===== src/rtl/if_stall_hold.sv =====
// if_stall_hold
//   Consumer side of the fetch-stall choice-flag scheme. It keeps a latched
//   copy (lr) of the synchronous instruction-memory output and selects, each
//   cycle, whether IF/ID sees live memory data (PASS) or the held copy (HOLD).
//   A flush inserts a NOP bubble. A saturating counter records HOLD cycles.
//
// Ports
//   clk, rst        clock, asynchronous active-high reset
//   stall_i         stall request from hazard unit
//   flush_i         branch/jump flush, wins over stall_i
//   mem_rdata_i     ROM read data for the address issued last cycle
//   mem_pc_i        PC of mem_rdata_i
//   mem_valid_i     mem_rdata_i is a real fetch
//   inst_o          instruction to IF/ID
//   inst_pc_o       PC of inst_o
//   inst_valid_o    inst_o is valid
//   choice_flag_o   1 = outputs come from lr, 0 = live memory
//   stall_cnt_o     saturating count of HOLD cycles with stall asserted

module if_stall_hold #(
  parameter int              XLEN     = 32,
  parameter logic [XLEN-1:0] NOP_INST = 32'h0000_0013,
  parameter logic [XLEN-1:0] RESET_PC = 32'h0000_0000,
  parameter int              CNT_W    = 16
) (
  input  logic             clk,
  input  logic             rst,
  input  logic             stall_i,
  input  logic             flush_i,
  input  logic [XLEN-1:0]  mem_rdata_i,
  input  logic [XLEN-1:0]  mem_pc_i,
  input  logic             mem_valid_i,
  output logic [XLEN-1:0]  inst_o,
  output logic [XLEN-1:0]  inst_pc_o,
  output logic             inst_valid_o,
  output logic             choice_flag_o,
  output logic [CNT_W-1:0] stall_cnt_o
);

  typedef struct packed {
    logic [XLEN-1:0] inst;
    logic [XLEN-1:0] pc;
    logic            vld;
  } fetch_t;

  typedef enum logic {PASS = 1'b0, HOLD = 1'b1} state_t;

  state_t     state, state_nxt;
  fetch_t     live, lr, src;
  logic       capture;
  logic [CNT_W-1:0] stall_cnt;

  assign live = '{inst: mem_rdata_i, pc: mem_pc_i, vld: mem_valid_i};

  // Capture only on the PASS->HOLD transition so lr stays stable for the
  // whole stall no matter how the live bus wanders.
  assign capture = (state == PASS) && stall_i && !flush_i;

  // ---------------- state register ----------------
  always_ff @(posedge clk or posedge rst) begin
    if (rst) state <= PASS;
    else     state <= state_nxt;
  end

  // ---------------- next state ----------------
  always_comb begin
    state_nxt = state;
    if (flush_i) begin
      state_nxt = PASS;
    end else begin
      case (state)
        PASS:    state_nxt = stall_i ? HOLD : PASS;
        HOLD:    state_nxt = stall_i ? HOLD : PASS;
        default: state_nxt = PASS;
      endcase
    end
  end

  // ---------------- latched fetch copy ----------------
  always_ff @(posedge clk or posedge rst) begin
    if (rst) begin
      lr <= '{inst: NOP_INST, pc: RESET_PC, vld: 1'b0};
    end else if (flush_i) begin
      // PC left as-is; only the instruction is squashed.
      lr.inst <= NOP_INST;
      lr.vld  <= 1'b0;
    end else if (capture) begin
      lr <= live;
    end
  end

  // ---------------- stall-cycle counter ----------------
  // Counts HOLD cycles in which the stall persists; the release cycle and
  // flushed cycles are not stall time.
  always_ff @(posedge clk or posedge rst) begin
    if (rst)
      stall_cnt <= '0;
    else if ((state == HOLD) && stall_i && !flush_i && (stall_cnt != {CNT_W{1'b1}}))
      stall_cnt <= stall_cnt + CNT_W'(1);
  end

  assign stall_cnt_o = stall_cnt;

  // ---------------- outputs ----------------
  // rst is folded in combinationally so outputs drop to reset values the
  // moment reset asserts, even though PASS is otherwise a live pass-through.
  always_comb begin
    src           = (state == HOLD) ? lr : live;
    inst_o        = src.inst;
    inst_pc_o     = src.pc;
    inst_valid_o  = src.vld;
    choice_flag_o = (state == HOLD);
    if (flush_i) begin
      inst_o       = NOP_INST;
      inst_valid_o = 1'b0;
    end
    if (rst) begin
      inst_o        = NOP_INST;
      inst_pc_o     = RESET_PC;
      inst_valid_o  = 1'b0;
      choice_flag_o = 1'b0;
    end
  end

endmodule

===== config.mk =====
export PLATFORM = sky130hd
export DESIGN_NAME = if_stall_hold
export DESIGN_NICKNAME = d
export VERILOG_FILES = /design/src/rtl/if_stall_hold.sv
export SDC_FILE = /design/constraint.sdc
export NUM_CORES = 1
export LEC_CHECK = 0
export ABC_CLOCK_PERIOD_IN_PS = 3100
export CAP_MARGIN = 10
export CORE_ASPECT_RATIO = 1.1
export CORE_UTILIZATION = 40
export CTS_BUF_LIST = sky130_fd_sc_hd__clkbuf_4
export DETAILED_ROUTE_END_ITERATION = 7
export MAX_ROUTING_LAYER = met4
export PLACE_DENSITY = 0.85
export SETUP_SLACK_MARGIN = 0.1
export SYNTH_ARGS = -nofsm -noshare
export SYNTH_HDL_FRONTEND = slang
export SYNTH_SLANG_ARGS = --single-unit

===== constraint.sdc =====
create_clock -name clk -period 3.1 [get_ports clk]
set_input_delay 0.62 -clock clk [delete_from_list [all_inputs] [get_ports clk]]
set_output_delay 0.62 -clock clk [all_outputs]
set_load 0.02 [all_outputs]

After elaboration in Yosys (flattened, before gate mapping)
Index checks and enable logic that the tools add are counted.

storage, ports and cells
  bits in registers = 82
  input port bits = 69
  logic and storage cells = 29

operators by class
  add/sub/neg operators = 1
  eq/ne operators = 1
  mux-type cells = 12
  bitwise logic cells = 2
  reduce and logical (&&, ||, !) cells = 8

operators with widths
  operator                 count
  $mux W65                 2
  $mux W32                 4
  $add A16 B1 Y16 const B  1
  $ne A16 B16 Y1 const B   1
  $mux W1                  6
  $logic_and A1 B1 Y1      5
  $not A1 Y1               2
  $reduce_and A2 Y1        1
  $reduce_bool A2 Y1       1
  $logic_not A1 Y1         1

Longest topological paths before layout
  depth in word-level cells = 5
  mapped depth = 7
  gate-level depth less buffers = 5

Worst setup path after synthesis
OpenSTA, ideal clock, no wires.

  path kind = input to output
  from = in rst
  to = out inst_o[10]
  arrival = 1590 ps
  data required time = 2480 ps
  slack = 890 ps
  cell stages on the path = 4
  cells stage by stage = clkbuf_1 or2_2 clkbuf_1 nor2_1

between the ends
  cells in the longest elaborated chain, start to end = 1

ends and longest elaborated chain
  item         line  text
  from (decl)  27    input logic rst,
  $mux W32     117   if (rst) begin
  to (decl)    33    output logic [XLEN-1:0] inst_o,

No other way between the ends.

Worst setup path in the final report
  from = in rst
  to = out inst_o[1]

Same word-level chain as after synthesis.

==> results_dict.tcl <==
set metrics [dict create \
    irDropWorstVdd_uv 215 \
    critPathCaptureType "output port" \
    tightest_slew_ns 0.707 \
    grt_util_all_layers 0.209 \
    antenna_found_initial 0 \
    grt_max_degree 39 \
    cts_made_buffers 9 \
    slew_headroom 0.528 \
    slew_violations 0 \
    p_total_mw 2.56 \
    clk_pin_slew_ns 0.12 \
    hp-start "lr[1]" \
    synth_simple_gate_area_frac 0.204 \
    clock_sinks 82 \
    wl_um 10600 \
    rsz0062_at_grt "true" \
    dieArea_mm2 0.0108 \
    synth.most_common_cell "nand2_1" \
    synth_area_leader_cell "dfrtp_1" \
    hp-class "flip-flop to flip-flop" \
    yosys_warnings 0 \
    rr_startpoint "stall_cnt_o[7]" \
    synth_commonest_cells "nand2_1 (104), dfrtp_1 (79), nor2_1 (66), mux2i_1 (65), a22o_1 (30)" \
    synth_edf_count 0 \
    dr_total_vias 3680 \
    wl_met2_um 5300 \
    post-route-period-util 0.943 \
    fin_skew_ns 0.0151 \
    holdPathEnd "lr[1]" \
    maxUsedRoutingLayer "met4" \
    core_mm2 0.00998 \
    worstPathRequired_ns 2.48 \
    cp-start-kind "input port" \
    synthMuxAreaShare 0.160 \
    start_util 0.417 \
    via_per_inst 5.24 \
    worst_skew_pair.late_latency_ns 0.42 \
    status "finished clean" \
    stdcell_count 702 \
    grt-ovfl-total 0 \
    synth.top_cell.area_share 0.475 \
    route.met3.wl_um 564 \
    netlist_instances 432 \
    drt-initial-drc-count 149 \
    portBuffers 150 \
    synth_area_leaders "dfrtp_1 (48%), mux2i_1 (16%), nand2_1 (9.4%)" \
    p_leak_nw 2.72 \
    min_period_ns 2.92 \
    synthesis.area_mm2 0.00416 \
    placed_cells 685 \
    drc_errors 0 \
    dp_hpwl_um 7600 \
    cts_hold_buf 0 \
    area.growth.synth_to_final_pct 43.6 \
    final_antenna_net_count 0 \
    tns_ns 0 \
    cts_tree "built" \
    drt_first_pass_iters 4 \
    htreeDepth 3 \
    hold_viol 0 \
    gp_congestion 0.772 \
    root_buffer "clkbuf_4" \
    rr_endpoint "stall_cnt_o[1]" \
    wirelength_met1_um 4630 \
    synth_seq_cells 82 \
    grt_pass1_wl_um 17400 \
    syn_avg_cell_area_um2 9.63 \
    dieHeight_um 109 \
    crit_chain "clkdlybuf4s50_1 -> buf_6 -> nor2_1 -> nand2_1 -> clkdlybuf4s50_1" \
    final_core_utilization 0.598 \
    avgRoutedWirePerCell_um 15.2 \
    synth_fa_ha_area_frac 0.00301 \
    synth_xor_area_frac 0.0295 \
    synth_compound_area_frac 0.0788 \
    yosysSeqAreaShare 0.494 \
    crit_top_cell "clkdlybuf4s50_1" \
    synth_top_family_by_area "simple AND/OR/NAND/NOR gates" \
    async_reset_ff_frac 1.00 \
    drive_gt1_frac 0.0704 \
    setup_viol 0 \
    nets 647 \
    synth-main-ff-cell "dfrtp_1" \
    critPathMaxFanout 35 \
    diodes 0 \
    io_pins 151 \
    r2r.worst_path.cells 4 \
    r2r_setup_slack_ns 1.23 \
    critPathSlowestCell "clkdlybuf4s50_1" \
    rows 38 \
    min_path_cells 2 \
    critPathArrivalTime_ns 2.30 \
    clk_path_buf_depth 2 \
    grt_pass1_vias 3751 \
    die-width_um 99.2 \
    power_density_mw_per_mm2 429 \
    critPathMaxStageDelay_ns 0.62 \
    max_freq_mhz 342 \
    holdWs_ns 0.492 \
    yosys.cell_types.count 34 \
    syn-num-nets 502 \
    drv_cap 0 \
    crit_type "input port to output port" \
]
[area by class of cell]
class	instances	area [µm²]
tap	120	150
sequential	82	2060
multi-input combinational	319	1980
clock buffer	10	75.1
inverter	3	15.0
fill	846	4010
clock inverter	6	66.3
timing repair buffer	162	1620
[metrics by stage]
step	setup slack (ns)	instance area [µm²]
final	0.176	5970
after global routing	0.0753	5970
after CTS	0.125	5960
after detailed placement	0.00953	5810
after global placement	0.0558	5810
after floorplan	0.890	4160
[routing by layer]
layer / vias to the layer above / global-route usage
li1: 1749 / -
met1: 1788 / 0.253
met2: 123 / 0.352
met3: 20 / 0.0378
met4: 0 / 0.0725
met5: - / -
[power by group]
part           total [mW]  internal, mW  switching [mW]
logic               0.660         0.336           0.324
registers            1.27          1.18          0.0870
clock network       0.630         0.257           0.373
[worst max-delay path by stage]
stage,from,endpoint,slack (ns),cells after the start
floorplan,rst,inst_o[10],0.89,4
global placement,rst,inst_o[1],0.06,5
detailed placement,rst,inst_o[8],0.01,4
CTS,rst,inst_o[1],0.13,5
global route,rst,inst_o[0],0.08,5
finish,rst,inst_o[1],0.18,5
[placed cells by master, fill, tap and decap left out, types with 5 or more instances in the layout]
master	synthesis	routed
a22o_1	30	30
buf_4	0	8
clkbuf_4	0	10
clkdlybuf4s50_1	0	150
dfrtp_1	79	78
mux2i_1	65	65
nand2_1	104	104
nand3_1	5	5
nor2_1	66	66
nor3_1	8	8
xor2_1	12	12
[logic make-up (layout without fill, tap and decap cells)]
group                    Yosys count  count (layout)
AO/OA/AOI/OAI                     38              38
multiplexers                      66              66
XOR/XNOR                          14              14
flip-flops                        82              82
adder cells (fa/ha/maj)            1               1
AND/OR/NAND/NOR                  200             200
buffers and inverters             31             181
[registers in the layout, indices dropped and copies added, names as in the netlist]
name / flops
lr: 65
stall_cnt_o: 16
state: 1
[critical path: cells and delay by family]
family	cells	cell delay (ns)
buffers and inverters	3	1.49
and+or+nand+nor	2	0.20
[timing repair]
item / in CTS / in global routing
hold endpoints to repair: 0 / 0
resized for setup: 2 / 1
endpoints found under the setup margin: 33 / 9
setup buffers: 0 / 1
No activity file was read; power rests on OpenSTA's default activity.
